**config.mk**
```make
export PLATFORM = sky130hd
export DESIGN_NAME = fphub_align_stage_flat
export DESIGN_NICKNAME = d
export VERILOG_FILES = /design/src/rtl/fphub_align_if.sv /design/src/rtl/fphub_align_stage.sv /design/src/flat_wrapper.sv
export SDC_FILE = /design/constraint.sdc
export NUM_CORES = 1
export LEC_CHECK = 0
export ABC_AREA = 1
export CORE_MARGIN = 2
export CORE_UTILIZATION = 40
export DETAILED_ROUTE_END_ITERATION = 12
export DONT_BUFFER_PORTS = 1
export GPL_TIMING_DRIVEN = 0
export PLACE_DENSITY_LB_ADDON = 0.1
export SETUP_SLACK_MARGIN = 0.02
export SYNTH_ARGS = -nofsm -noshare
export SYNTH_HDL_FRONTEND = slang
export SYNTH_SLANG_ARGS = --single-unit
```
**constraint.sdc**
```tcl
create_clock -name clk -period 1.4 [get_ports clk]
set_input_delay 0.07 -clock clk [delete_from_list [all_inputs] [get_ports clk]]
set_output_delay 0.07 -clock clk [all_outputs]
set_load 0.01 [all_outputs]
```
**src/rtl/fphub_align_if.sv**
```systemverilog
// Handshake and data bundle for the HUB floating-point alignment stage.
// The master drives operands and out_ready; the slave returns the aligned pair.
interface fphub_align_if #(
   parameter int M = 24,
   parameter int E = 8
);
   logic [E+M:0] x;
   logic [E+M:0] y;
   logic [E:0]   diff;
   logic         x_greater_than_y;
   logic         in_valid;
   logic         in_ready;
   logic         out_valid;
   logic         out_ready;
   logic         s_big;
   logic         s_small;
   logic [E-1:0] e_big;
   logic [M:0]   m_big;
   logic [M:0]   m_small;
   logic         eff_sub;

   modport master (
      output x, y, diff, x_greater_than_y, in_valid, out_ready,
      input  in_ready, out_valid, s_big, s_small, e_big, m_big, m_small, eff_sub
   );

   modport slave (
      input  x, y, diff, x_greater_than_y, in_valid, out_ready,
      output in_ready, out_valid, s_big, s_small, e_big, m_big, m_small, eff_sub
   );
endinterface

```
**src/rtl/fphub_align_stage.sv**
```systemverilog
// Two-stage HUB operand alignment: swap by exponent, then right-shift the smaller
// mantissa by the saturated exponent difference, truncating without a sticky bit.
module fphub_align_stage #(
   parameter int M = 24,
   parameter int E = 8
) (
   input logic           clk,
   input logic           rst,
   fphub_align_if.slave  port_io
);
   localparam int SHW = $clog2(M + 2);

   function automatic logic [M:0] hub_ext(input logic [E-1:0] ex, input logic [M-1:0] man);
      logic [M:0] r;
      if (ex == {E{1'b0}}) begin
         r = {(M+1){1'b0}};
      end else begin
         r = {man, 1'b1};
      end
      return r;
   endfunction

   logic           en_s;
   logic           load1_s;
   logic           load2_s;
   logic [E:0]     abs_diff_s;

   logic           s_big1_d,   s_big1_q;
   logic           s_small1_d, s_small1_q;
   logic [E-1:0]   e_big1_d,   e_big1_q;
   logic [M:0]     m_big1_d,   m_big1_q;
   logic [M:0]     m_small1_d, m_small1_q;
   logic [SHW-1:0] sh1_d,      sh1_q;
   logic           v1_q;

   logic           out_valid_q;
   logic           s_big_q, s_small_q, eff_sub_q;
   logic [E-1:0]   e_big_q;
   logic [M:0]     m_big_q, m_small_q;
   logic [M:0]     m_small_d;

   assign en_s    = !out_valid_q || port_io.out_ready;
   assign load1_s = en_s && port_io.in_valid;
   assign load2_s = en_s && v1_q;

   // Stage-1 next state: operand swap and saturated |diff|; the E+1-bit unsigned
   // magnitude holds 2^E, so the most negative diff cannot overflow.
   always_comb begin
      abs_diff_s = port_io.diff;
      s_big1_d   = 1'b0;
      s_small1_d = 1'b0;
      e_big1_d   = {E{1'b0}};
      m_big1_d   = {(M+1){1'b0}};
      m_small1_d = {(M+1){1'b0}};
      sh1_d      = {SHW{1'b0}};
      if (port_io.diff[E]) begin
         abs_diff_s = ~port_io.diff + {{E{1'b0}}, 1'b1};
      end else begin
         abs_diff_s = port_io.diff;
      end
      if (32'(abs_diff_s) >= 32'(M + 1)) begin
         sh1_d = SHW'(M + 1);
      end else begin
         sh1_d = SHW'(abs_diff_s);
      end
      if (port_io.x_greater_than_y) begin
         s_big1_d   = port_io.x[E+M];
         s_small1_d = port_io.y[E+M];
         e_big1_d   = port_io.x[E+M-1:M];
         m_big1_d   = hub_ext(port_io.x[E+M-1:M], port_io.x[M-1:0]);
         m_small1_d = hub_ext(port_io.y[E+M-1:M], port_io.y[M-1:0]);
      end else begin
         s_big1_d   = port_io.y[E+M];
         s_small1_d = port_io.x[E+M];
         e_big1_d   = port_io.y[E+M-1:M];
         m_big1_d   = hub_ext(port_io.y[E+M-1:M], port_io.y[M-1:0]);
         m_small1_d = hub_ext(port_io.x[E+M-1:M], port_io.x[M-1:0]);
      end
   end

   assign m_small_d = m_small1_q >> sh1_q;

   // Stage 1 register; data loads only for valid inputs so bubbles never leak data.
   always_ff @(posedge clk) begin
      if (rst) begin
         v1_q       <= 1'b0;
         s_big1_q   <= 1'b0;
         s_small1_q <= 1'b0;
         e_big1_q   <= {E{1'b0}};
         m_big1_q   <= {(M+1){1'b0}};
         m_small1_q <= {(M+1){1'b0}};
         sh1_q      <= {SHW{1'b0}};
      end else if (en_s) begin
         v1_q <= port_io.in_valid;
         if (load1_s) begin
            s_big1_q   <= s_big1_d;
            s_small1_q <= s_small1_d;
            e_big1_q   <= e_big1_d;
            m_big1_q   <= m_big1_d;
            m_small1_q <= m_small1_d;
            sh1_q      <= sh1_d;
         end
      end
   end

   // Stage 2 register: shifted small mantissa and the registered output bundle.
   always_ff @(posedge clk) begin
      if (rst) begin
         out_valid_q <= 1'b0;
         s_big_q     <= 1'b0;
         s_small_q   <= 1'b0;
         eff_sub_q   <= 1'b0;
         e_big_q     <= {E{1'b0}};
         m_big_q     <= {(M+1){1'b0}};
         m_small_q   <= {(M+1){1'b0}};
      end else if (en_s) begin
         out_valid_q <= v1_q;
         if (load2_s) begin
            s_big_q   <= s_big1_q;
            s_small_q <= s_small1_q;
            eff_sub_q <= s_big1_q ^ s_small1_q;
            e_big_q   <= e_big1_q;
            m_big_q   <= m_big1_q;
            m_small_q <= m_small_d;
         end
      end
   end

   assign port_io.in_ready  = en_s;
   assign port_io.out_valid = out_valid_q;
   assign port_io.s_big     = s_big_q;
   assign port_io.s_small   = s_small_q;
   assign port_io.eff_sub   = eff_sub_q;
   assign port_io.e_big     = e_big_q;
   assign port_io.m_big     = m_big_q;
   assign port_io.m_small   = m_small_q;
endmodule
```
**src/flat_wrapper.sv**
```systemverilog
// flat-port wrapper written by rule: the top's interface ports become plain ports
module fphub_align_stage_flat 
#(
   parameter int M = 24,
   parameter int E = 8
)
  (clk, rst, port_io_x, port_io_y, port_io_diff, port_io_x_greater_than_y, port_io_in_valid, port_io_out_ready, port_io_in_ready, port_io_out_valid, port_io_s_big, port_io_s_small, port_io_e_big, port_io_m_big, port_io_m_small, port_io_eff_sub);
  fphub_align_if #(.M(M), .E(E)) port_io_i ();
  input logic clk;
  input logic rst;
  input wire logic [$bits(port_io_i.x)-1:0] port_io_x;
  input wire logic [$bits(port_io_i.y)-1:0] port_io_y;
  input wire logic [$bits(port_io_i.diff)-1:0] port_io_diff;
  input wire logic [$bits(port_io_i.x_greater_than_y)-1:0] port_io_x_greater_than_y;
  input wire logic [$bits(port_io_i.in_valid)-1:0] port_io_in_valid;
  input wire logic [$bits(port_io_i.out_ready)-1:0] port_io_out_ready;
  output wire logic [$bits(port_io_i.in_ready)-1:0] port_io_in_ready;
  output wire logic [$bits(port_io_i.out_valid)-1:0] port_io_out_valid;
  output wire logic [$bits(port_io_i.s_big)-1:0] port_io_s_big;
  output wire logic [$bits(port_io_i.s_small)-1:0] port_io_s_small;
  output wire logic [$bits(port_io_i.e_big)-1:0] port_io_e_big;
  output wire logic [$bits(port_io_i.m_big)-1:0] port_io_m_big;
  output wire logic [$bits(port_io_i.m_small)-1:0] port_io_m_small;
  output wire logic [$bits(port_io_i.eff_sub)-1:0] port_io_eff_sub;
  assign port_io_i.x = port_io_x;
  assign port_io_i.y = port_io_y;
  assign port_io_i.diff = port_io_diff;
  assign port_io_i.x_greater_than_y = port_io_x_greater_than_y;
  assign port_io_i.in_valid = port_io_in_valid;
  assign port_io_i.out_ready = port_io_out_ready;
  assign port_io_in_ready = port_io_i.in_ready;
  assign port_io_out_valid = port_io_i.out_valid;
  assign port_io_s_big = port_io_i.s_big;
  assign port_io_s_small = port_io_i.s_small;
  assign port_io_e_big = port_io_i.e_big;
  assign port_io_m_big = port_io_i.m_big;
  assign port_io_m_small = port_io_i.m_small;
  assign port_io_eff_sub = port_io_i.eff_sub;
  fphub_align_stage #(.M(M), .E(E)) u_core (.clk(clk), .rst(rst), .port_io(port_io_i));
endmodule
```
==> impl_summary.txt, run 1 <==
----------------------------------------------------
[Logic synthesis]
  Top cell type's share of synthesized area ... 37.6%
  Mean instance size in the synthesized netlist ... 6.91 µm²
  Post-synthesis sequential element count ... 128
  Cell types occupying the most area after synthesis ... sky130_fd_sc_hd__dfxtp_1 38%, sky130_fd_sc_hd__nand3_1 12%, sky130_fd_sc_hd__nand2_1 11%
  Dominant cell type by area after synthesis ... sky130_fd_sc_hd__dfxtp_1
  Number of synthesis warnings ... 0
  Sequential fraction of the synthesis area ... 37.6%
  Number of instances in the synthesized netlist ... 987
  Total nets after synthesis ... 1,068
  Distinct cells, synth ... 37
  Syn Std Cell Area ... 6820 µm²

[Setup path]
  Start point of the critical path ... u_core.sh1_q[0]
  Number of cells on the worst reg-to-reg path ... 9
  Endpoint of the worst register-to-register path ... u_core.port_io.m_small[9]
  Class of the most critical setup path ... flip-flop to flip-flop
  Kind of launch point of the worst setup path ... flip-flop
  Reg2Reg Launch Point ... u_core.sh1_q[0]
  Reg2reg setup slack ... -0.12 ns
  Required time worst endpoint ... 1.69 ns
  Arrival time worst endpoint ... 1.81 ns
  Endpoint type of the worst setup path ... flip-flop
  Critical Path Fanout Max ... 6

[GRT]
  GRT Overall Usage ... 26.1%
  Congestion Overflow GR ... 0
  Number of antenna violations at the first check in global routing ... 0
  First-pass GRT wire length ... 37,100 µm
  Pin count of the biggest net entering global routing ... 17
  Number of global-route vias before repair ... 7,025

[Placement]
  Placed insts ... 1,207
  DP Area ... 7100 µm²
  Routability Congestion ... 0.899
  Placement-stage worst setup slack ... -0.196 ns
  Detailed-placement wirelength estimate ... 16,600 µm
  I/O Buffers ... 0

[Power and ir drop]
  P_leak ... 4.36 nW
  Power density over cell area ... 1160 nW/µm²
  Worst supply voltage drop on vdd ... 867 µV
  Total Power ... 11.4 mW

[Clock network]
  Worst-skew pair later-pin latency ... 0.43 ns
  Cell at the root of the clock tree ... sky130_fd_sc_hd__clkbuf_16
  CTS tree ... yes
  Number of buffers on the longest clock path ... 2
  Sinks on the clock net ... 128
  Clock buffer count from CTS ... 17
  Clock slew at reported path FFs ... 0.06 ns
  H-Tree Depth ... 4

[Layout]
  Area occupied by multi-input gates ... 4270 µm²
  Footprint of the flip-flops and latches ... 2560 µm²
  Share of cells above drive strength 1 ... 29.6%
  Final core occ ... 59.2%
  Synthesis-to-finish area growth ... 44.3%
  Post-route insts no fill ... 1,340
  Number of filler instances in the final layout ... 1,512
  Finished Cell Area ... 9850 µm²
  Antenna cell count ... 0
  Nets ... 1,188

[STA]
  Number of hold-slack violations in the final timing report ... 0
  Worst slew margin relative to its limit ... 56.7%
  Worst Clk Skew ... 0.00937 ns
  Smallest setup slack after layout ... -0.125 ns
  Count of final setup violators ... 56
  Max-slew violation total from the final report ... 0
  RSZ-0062 raised after global routing ... yes
  Top achievable clock speed ... 656 MHz
  Worst Tran Pin Value ... 0.649 ns
  Min cycle time layout ... 1.52 ns
  Post-route clock period utilization ... 109%

[Route]
  Vias per cell ... 5.43
  Via Count ... 7,279
  Post-route antenna net violation count ... 0
  Post-detailed-route wirelength per cell ... 18.1 µm
  Initial detailed-routing violation count ... 462
  Number of detailed-routing iterations run before antenna repair ... 7
  DRC violations left ... 0
  Final routed wirelength across all metal layers ... 24,200 µm

[Die]
  Number of cell rows ... 47
  Die area ... 18,100 µm²
  Width of the die ... 135 µm
  Core area ... 16,600 µm²
  Die height ... 135 µm
  I/O Pins ... 143
  Initial Utilization ... 41.0%

[Worst hold path]
  Hold Path Origin ... port_io_diff[4]
  Type of the tightest min-delay check ... primary input to flip-flop
  Hold Path End ... u_core.sh1_q[4]
  Count of cells along the worst hold path ... 5

[Flow run]
  Total of max-cap violations ... 0

[Run status]
  Violations in the final reports ... negative setup slack
  Status ... finished, violations left

----------------------------------------------------
[metal layers]
layer / vias up / global-route usage (%) / wire length, µm
li1: 3565 / - / -
met1: 3447 / 34.7 / 10700
met2: 226 / 42.3 / 11600
met3: 41 / 6.04 / 1450
met4: 0 / 7.78 / 458
met5: - / 0 / 0
[worst max-delay path by stage]
stage                                            to  cells after the start
after global placement           u_core.m_big1_q[1]                      8
after CTS                           u_core.sh1_q[4]                     10
after floorplan               u_core.m_small1_q[19]                      9
final                     u_core.port_io.m_small[9]                      9
after global routing      u_core.port_io.m_small[5]                     10
after detailed placement    u_core.port_io.e_big[3]                      7
[placed cells by master (no fill, tap or decap), types with 9 or more instances in the layout]
master                          count
sky130_fd_sc_hd__buf_6             23
sky130_fd_sc_hd__o21ai_2           32
sky130_fd_sc_hd__nand3_1          105
sky130_fd_sc_hd__clkbuf_1          12
sky130_fd_sc_hd__a21oi_2           12
sky130_fd_sc_hd__buf_4             19
sky130_fd_sc_hd__a21oi_1           20
sky130_fd_sc_hd__o211ai_1          53
sky130_fd_sc_hd__o21ai_0           28
sky130_fd_sc_hd__nor2_2            20
sky130_fd_sc_hd__o21ai_1           17
sky130_fd_sc_hd__clkbuf_16         23
sky130_fd_sc_hd__nand2_4           10
sky130_fd_sc_hd__buf_2             19
sky130_fd_sc_hd__nor2_1            81
sky130_fd_sc_hd__inv_1             72
sky130_fd_sc_hd__buf_12            10
sky130_fd_sc_hd__dfxtp_1          126
sky130_fd_sc_hd__dlygate4sd3_1     70
sky130_fd_sc_hd__buf_8              9
sky130_fd_sc_hd__nand2_1          176
sky130_fd_sc_hd__nand3_2           59
sky130_fd_sc_hd__a31oi_1           13
sky130_fd_sc_hd__nor2_4            17
sky130_fd_sc_hd__nand2_2           29
[area by class of cell]
class                           count  share of cell area, %
Sequential cell                   128                   26.1
Timing Repair Buffer              100                   11.0
Multi-Input combinational cell    705                   43.3
Buffer                             70                   6.70
Timing Repair inverter              1                  0.114
Inverter                           84                   3.58
Clock buffer                       18                   4.36
Tap cell                          220                   2.80
Clock inverter                     14                   2.10
[sequential cells by signal, indices dropped and copies added (netlist names)]
| signal | count |
|---|---|
| u_core.s_big1_q | 1 |
| u_core.port_io.m_big | 25 |
| u_core.m_big1_q | 25 |
| u_core.port_io.m_small | 25 |
| u_core.port_io.s_big | 1 |
| u_core.e_big1_q | 8 |
| u_core.port_io.out_valid | 1 |
| u_core.port_io.eff_sub | 1 |
| u_core.v1_q | 1 |
| u_core.s_small1_q | 1 |
| u_core.port_io.s_small | 1 |
| u_core.m_small1_q | 25 |
| u_core.port_io.e_big | 8 |
| u_core.sh1_q | 5 |
[synth_stat cells, drive strengths merged]
library cell and count:
nand4 6, and2 2, o21a 3, nor2 119
o21ai 82, nand3b 1, ha 1, nand2 216
buf 48, a22oi 1, inv 84, or2 2
clkbuf 22, nor3 2, a31oi 13, a21oi 32
dfxtp 128, o211ai 53, xor2 2, nand3 170
[what timing repair did]
action	4_1_cts	5_1_grt
hold endpoints to repair	63	0
setup endpoints to repair	121	118
hold buffers	70	0
cloned	2	5
setup buffers	7	17
pin swaps	40	37
resized for setup	173	154
[metrics by stage]
step / hold slack (ns) / TNS, ns
3_5_place_dp: 0.235 / -14.15
4_1_cts: 0.00324 / -2.08
5_1_grt: 0.0444 / -7.74
2_1_floorplan: 0.225 / 0
3_3_place_gp: 0.233 / -13.97
6_report: 0.0128 / -1.88
[power breakdown]
part           internal (mW)  switching [mW]  leakage (nW)  total (mW)
Combinational           1.02            1.36          2.99        2.38
Clock                   3.02            1.84         0.311        4.86
Sequential              3.91           0.257          1.06        4.16
Total                   7.94            3.46          4.36        11.4
[critical path, stage by stage, from the launching register on]
cell                        delay [ns]
sky130_fd_sc_hd__dfxtp_2          0.34
sky130_fd_sc_hd__buf_8            0.15
sky130_fd_sc_hd__inv_8            0.07
sky130_fd_sc_hd__clkbuf_16        0.16
sky130_fd_sc_hd__nand2_4          0.07
sky130_fd_sc_hd__nand3_2          0.09
sky130_fd_sc_hd__nand3_2          0.08
sky130_fd_sc_hd__nand2_2          0.08
sky130_fd_sc_hd__o211ai_1         0.24
sky130_fd_sc_hd__a21oi_1          0.10
[cell families after synthesis]
kind of cell | count (synthesis) | share of synthesized area (%)
DFF | 128 | 37.6
AOI/OAI and AO/OA | 184 | 16.4
and+or+nand+nor | 518 | 34.5
buffers and inverters | 154 | 11.1
adders and majority gates | 1 | 0.183
xor gates and xnor gates | 2 | 0.257
(Power assumes the default switching activity.)
==> run 2, diff against run 1 <==
--- a/config.mk
+++ b/config.mk
@@ -6,8 +6,10 @@
 export NUM_CORES = 1
 export LEC_CHECK = 0
 export ABC_AREA = 1
+export CORE_ASPECT_RATIO = 1.75
 export CORE_MARGIN = 2
 export CORE_UTILIZATION = 40
+export CTS_BUF_LIST = sky130_fd_sc_hd__clkbuf_16
 export DETAILED_ROUTE_END_ITERATION = 12
 export DONT_BUFFER_PORTS = 1
 export GPL_TIMING_DRIVEN = 0
==> impl_summary.txt, run 2 (synthesis gave the netlist of run 1 again) <==
----------------------------------------------------
[Route]
  Post-detailed-route wirelength per cell ... 18.3 µm (+1.3%)
  DRC violations left ... 0 (unchanged)
  Initial detailed-routing violation count ... 399 (-14%)
  Vias per cell ... 5.35 (-1.5%)
  Number of detailed-routing iterations run before antenna repair ... 5 (-2)
  Final routed wirelength across all metal layers ... 24,600 µm (+1.5%)
  Via Count ... 7,178 (-1.4%)
  Post-route antenna net violation count ... 0 (unchanged)

[GRT]
  Number of antenna violations at the first check in global routing ... 1 (+1)
  Number of global-route vias before repair ... 7,255 (+3.3%)
  Congestion Overflow GR ... 0 (unchanged)
  GRT Overall Usage ... 26.5% (+0.38 points)
  Pin count of the biggest net entering global routing ... 17 (unchanged)
  First-pass GRT wire length ... 36,800 µm (-0.67%)

[Die]
  Die area ... 18,200 µm² (+0.23%)
  Number of cell rows ... 63 (+34%)
  Die height ... 177 µm (+31%)
  Core area ... 16,800 µm² (+0.89%)
  I/O Pins ... 143 (unchanged)
  Width of the die ... 103 µm (-24%)
  Initial Utilization ... 40.6% (-0.36 points)

[Clock network]
  H-Tree Depth ... 4 (unchanged)
  Worst-skew pair later-pin latency ... 0.42 ns (about the same)
  Sinks on the clock net ... 128 (unchanged)
  CTS tree ... yes
  Clock buffer count from CTS ... 17 (unchanged)
  Cell at the root of the clock tree ... sky130_fd_sc_hd__clkbuf_16
  Clock slew at reported path FFs ... 0.06 ns (about the same)
  Number of buffers on the longest clock path ... 2 (unchanged)

[STA]
  Worst slew margin relative to its limit ... 57.4% (+0.69 points)
  Max-slew violation total from the final report ... 0 (unchanged)
  RSZ-0062 raised after global routing ... yes
  Smallest setup slack after layout ... -0.101 ns (+0.0238 ns)
  Worst hold slack ... 0.0365 ns (+0.0237 ns)
  Top achievable clock speed ... 666 MHz (+1.6%)
  Post-route clock period utilization ... 107% (-1.7 points)
  Count of final setup violators ... 41 (-27%)
  Number of hold-slack violations in the final timing report ... 0 (unchanged)
  Min cycle time layout ... 1.50 ns (-0.0238 ns)
  Worst Tran Pin Value ... 0.639 ns (-0.0104 ns)
  Final-layout setup total negative slack ... -1.85 ns (+0.0271 ns)
  Worst Clk Skew ... 0.00752 ns (-0.00185 ns)

[Setup path]
  Cells along the critical path ... inv_4, nor2_4, inv_4, nand2_8, buf_12, nor2_8, clkbuf_16, o21ai_2, o211ai_1, inv_1
  Class of the most critical setup path ... flip-flop to flip-flop
  Reg2reg setup slack ... -0.10 ns (+0.02 ns)
  Endpoint type of the worst setup path ... flip-flop
  Required time worst endpoint ... 1.76 ns (+0.07 ns)
  Kind of launch point of the worst setup path ... flip-flop
  Buffers & Inverters on Critical Path ... 5 (+2)
  Family of cells with the greatest summed delay on the critical path ... buffers and inverters
  Maximum cell stage delay along the critical path ... 0.37 ns (+0.03 ns)
  Critical Path Fanout Max ... 5 (-1)
  Slowest-stage cell, CP ... sky130_fd_sc_hd__dfxtp_4
  Cell mode on critical path ... sky130_fd_sc_hd__inv_4
  Arrival time worst endpoint ... 1.86 ns (+0.05 ns)

[Layout]
  Most common library cell in the layout ignoring fill and taps ... sky130_fd_sc_hd__nand2_1
  Finished Cell Area ... 9470 µm² (-3.8%)
  Post-route insts no fill ... 1,342 (+0.15%)
  Most used cells in the layout excluding fill and tap cells ... 193 x sky130_fd_sc_hd__nand2_1, 126 x sky130_fd_sc_hd__dfxtp_1, 120 x sky130_fd_sc_hd__nand3_1
  Final core occ ... 56.4% (-2.7 points)
  Synthesis-to-finish area growth ... 38.9%
  Share of cells above drive strength 1 ... 24.8% (-4.9 points)
  Nets ... 1,182 (-0.51%)

[Placement]
  Routability Congestion ... 0.915 (+1.8%)
  Placed insts ... 1,214 (+0.58%)
  Detailed-placement wirelength estimate ... 17,800 µm (+7.2%)
  I/O Buffers ... 0 (unchanged)
  Placement-stage worst setup slack ... -0.205 ns (-0.00945 ns)
  DP Area ... 7110 µm² (+0.12%)

[Flow run]
  Total of max-cap violations ... 0 (unchanged)

[Power and ir drop]
  P_leak ... 4.21 nW (-3.4%)
  Total Power ... 10.6 mW (-7.1%)
  Worst supply voltage drop on vdd ... 1060 µV (+23%)
  Power density over cell area ... 1120 nW/µm² (-3.4%)

[Run status]
  Status ... finished, violations left
  Violations in the final reports ... negative setup slack

[Worst hold path]
  Type of the tightest min-delay check ... primary input to flip-flop

----------------------------------------------------
[run 2: final timing paths]
check                                              start                         to  cells past startpoint
worst max register to register  u_core.port_io.out_valid      u_core.m_small1_q[12]                     10
worst max-delay path            u_core.port_io.out_valid      u_core.m_small1_q[12]                     10
worst min register to register               u_core.v1_q                u_core.v1_q                      2
worst min-delay path                                 rst  u_core.port_io.m_small[1]                      2
[run 2: layout make-up]
cell class / instances / area, µm²
Sequential cell: 128 / 2570
Clock inverter: 15 / 129
Multi-Input combinational cell: 705 / 4050
Inverter: 84 / 360
Clock buffer: 17 / 425
Antenna cell: 1 / 2.50
Fill cell: 1585 / 7320
Buffer: 70 / 611
Timing Repair Buffer: 95 / 1050
Tap cell: 227 / 284
[run 2: routing by layer]
metal / GRT usage [%] / routed length (µm) / up-vias
met3: 5.77 / 1230 / 105
met2: 47.4 / 12800 / 290
met5: 0 / 0 / -
li1: - / - / 3533
met1: 26.8 / 8890 / 3250
met4: 16.9 / 1630 / 0
[run 2: power by group]
group          internal (mW)  switching [mW]  total, mW
clock network           2.57            1.61       4.17
logic                  0.954            1.32       2.27
registers               3.91           0.239       4.15
total                   7.43            3.16       10.6
[run 2: repair_timing]
item / in CTS / in global routing
setup endpoints to repair: 122 / 123
hold endpoints to repair: 62 / 0
buffers inserted: 6 / 14
hold buffers: 69 / 0
gates cloned: 2 / 4
resized for setup: 111 / 135
pin swaps: 25 / 35
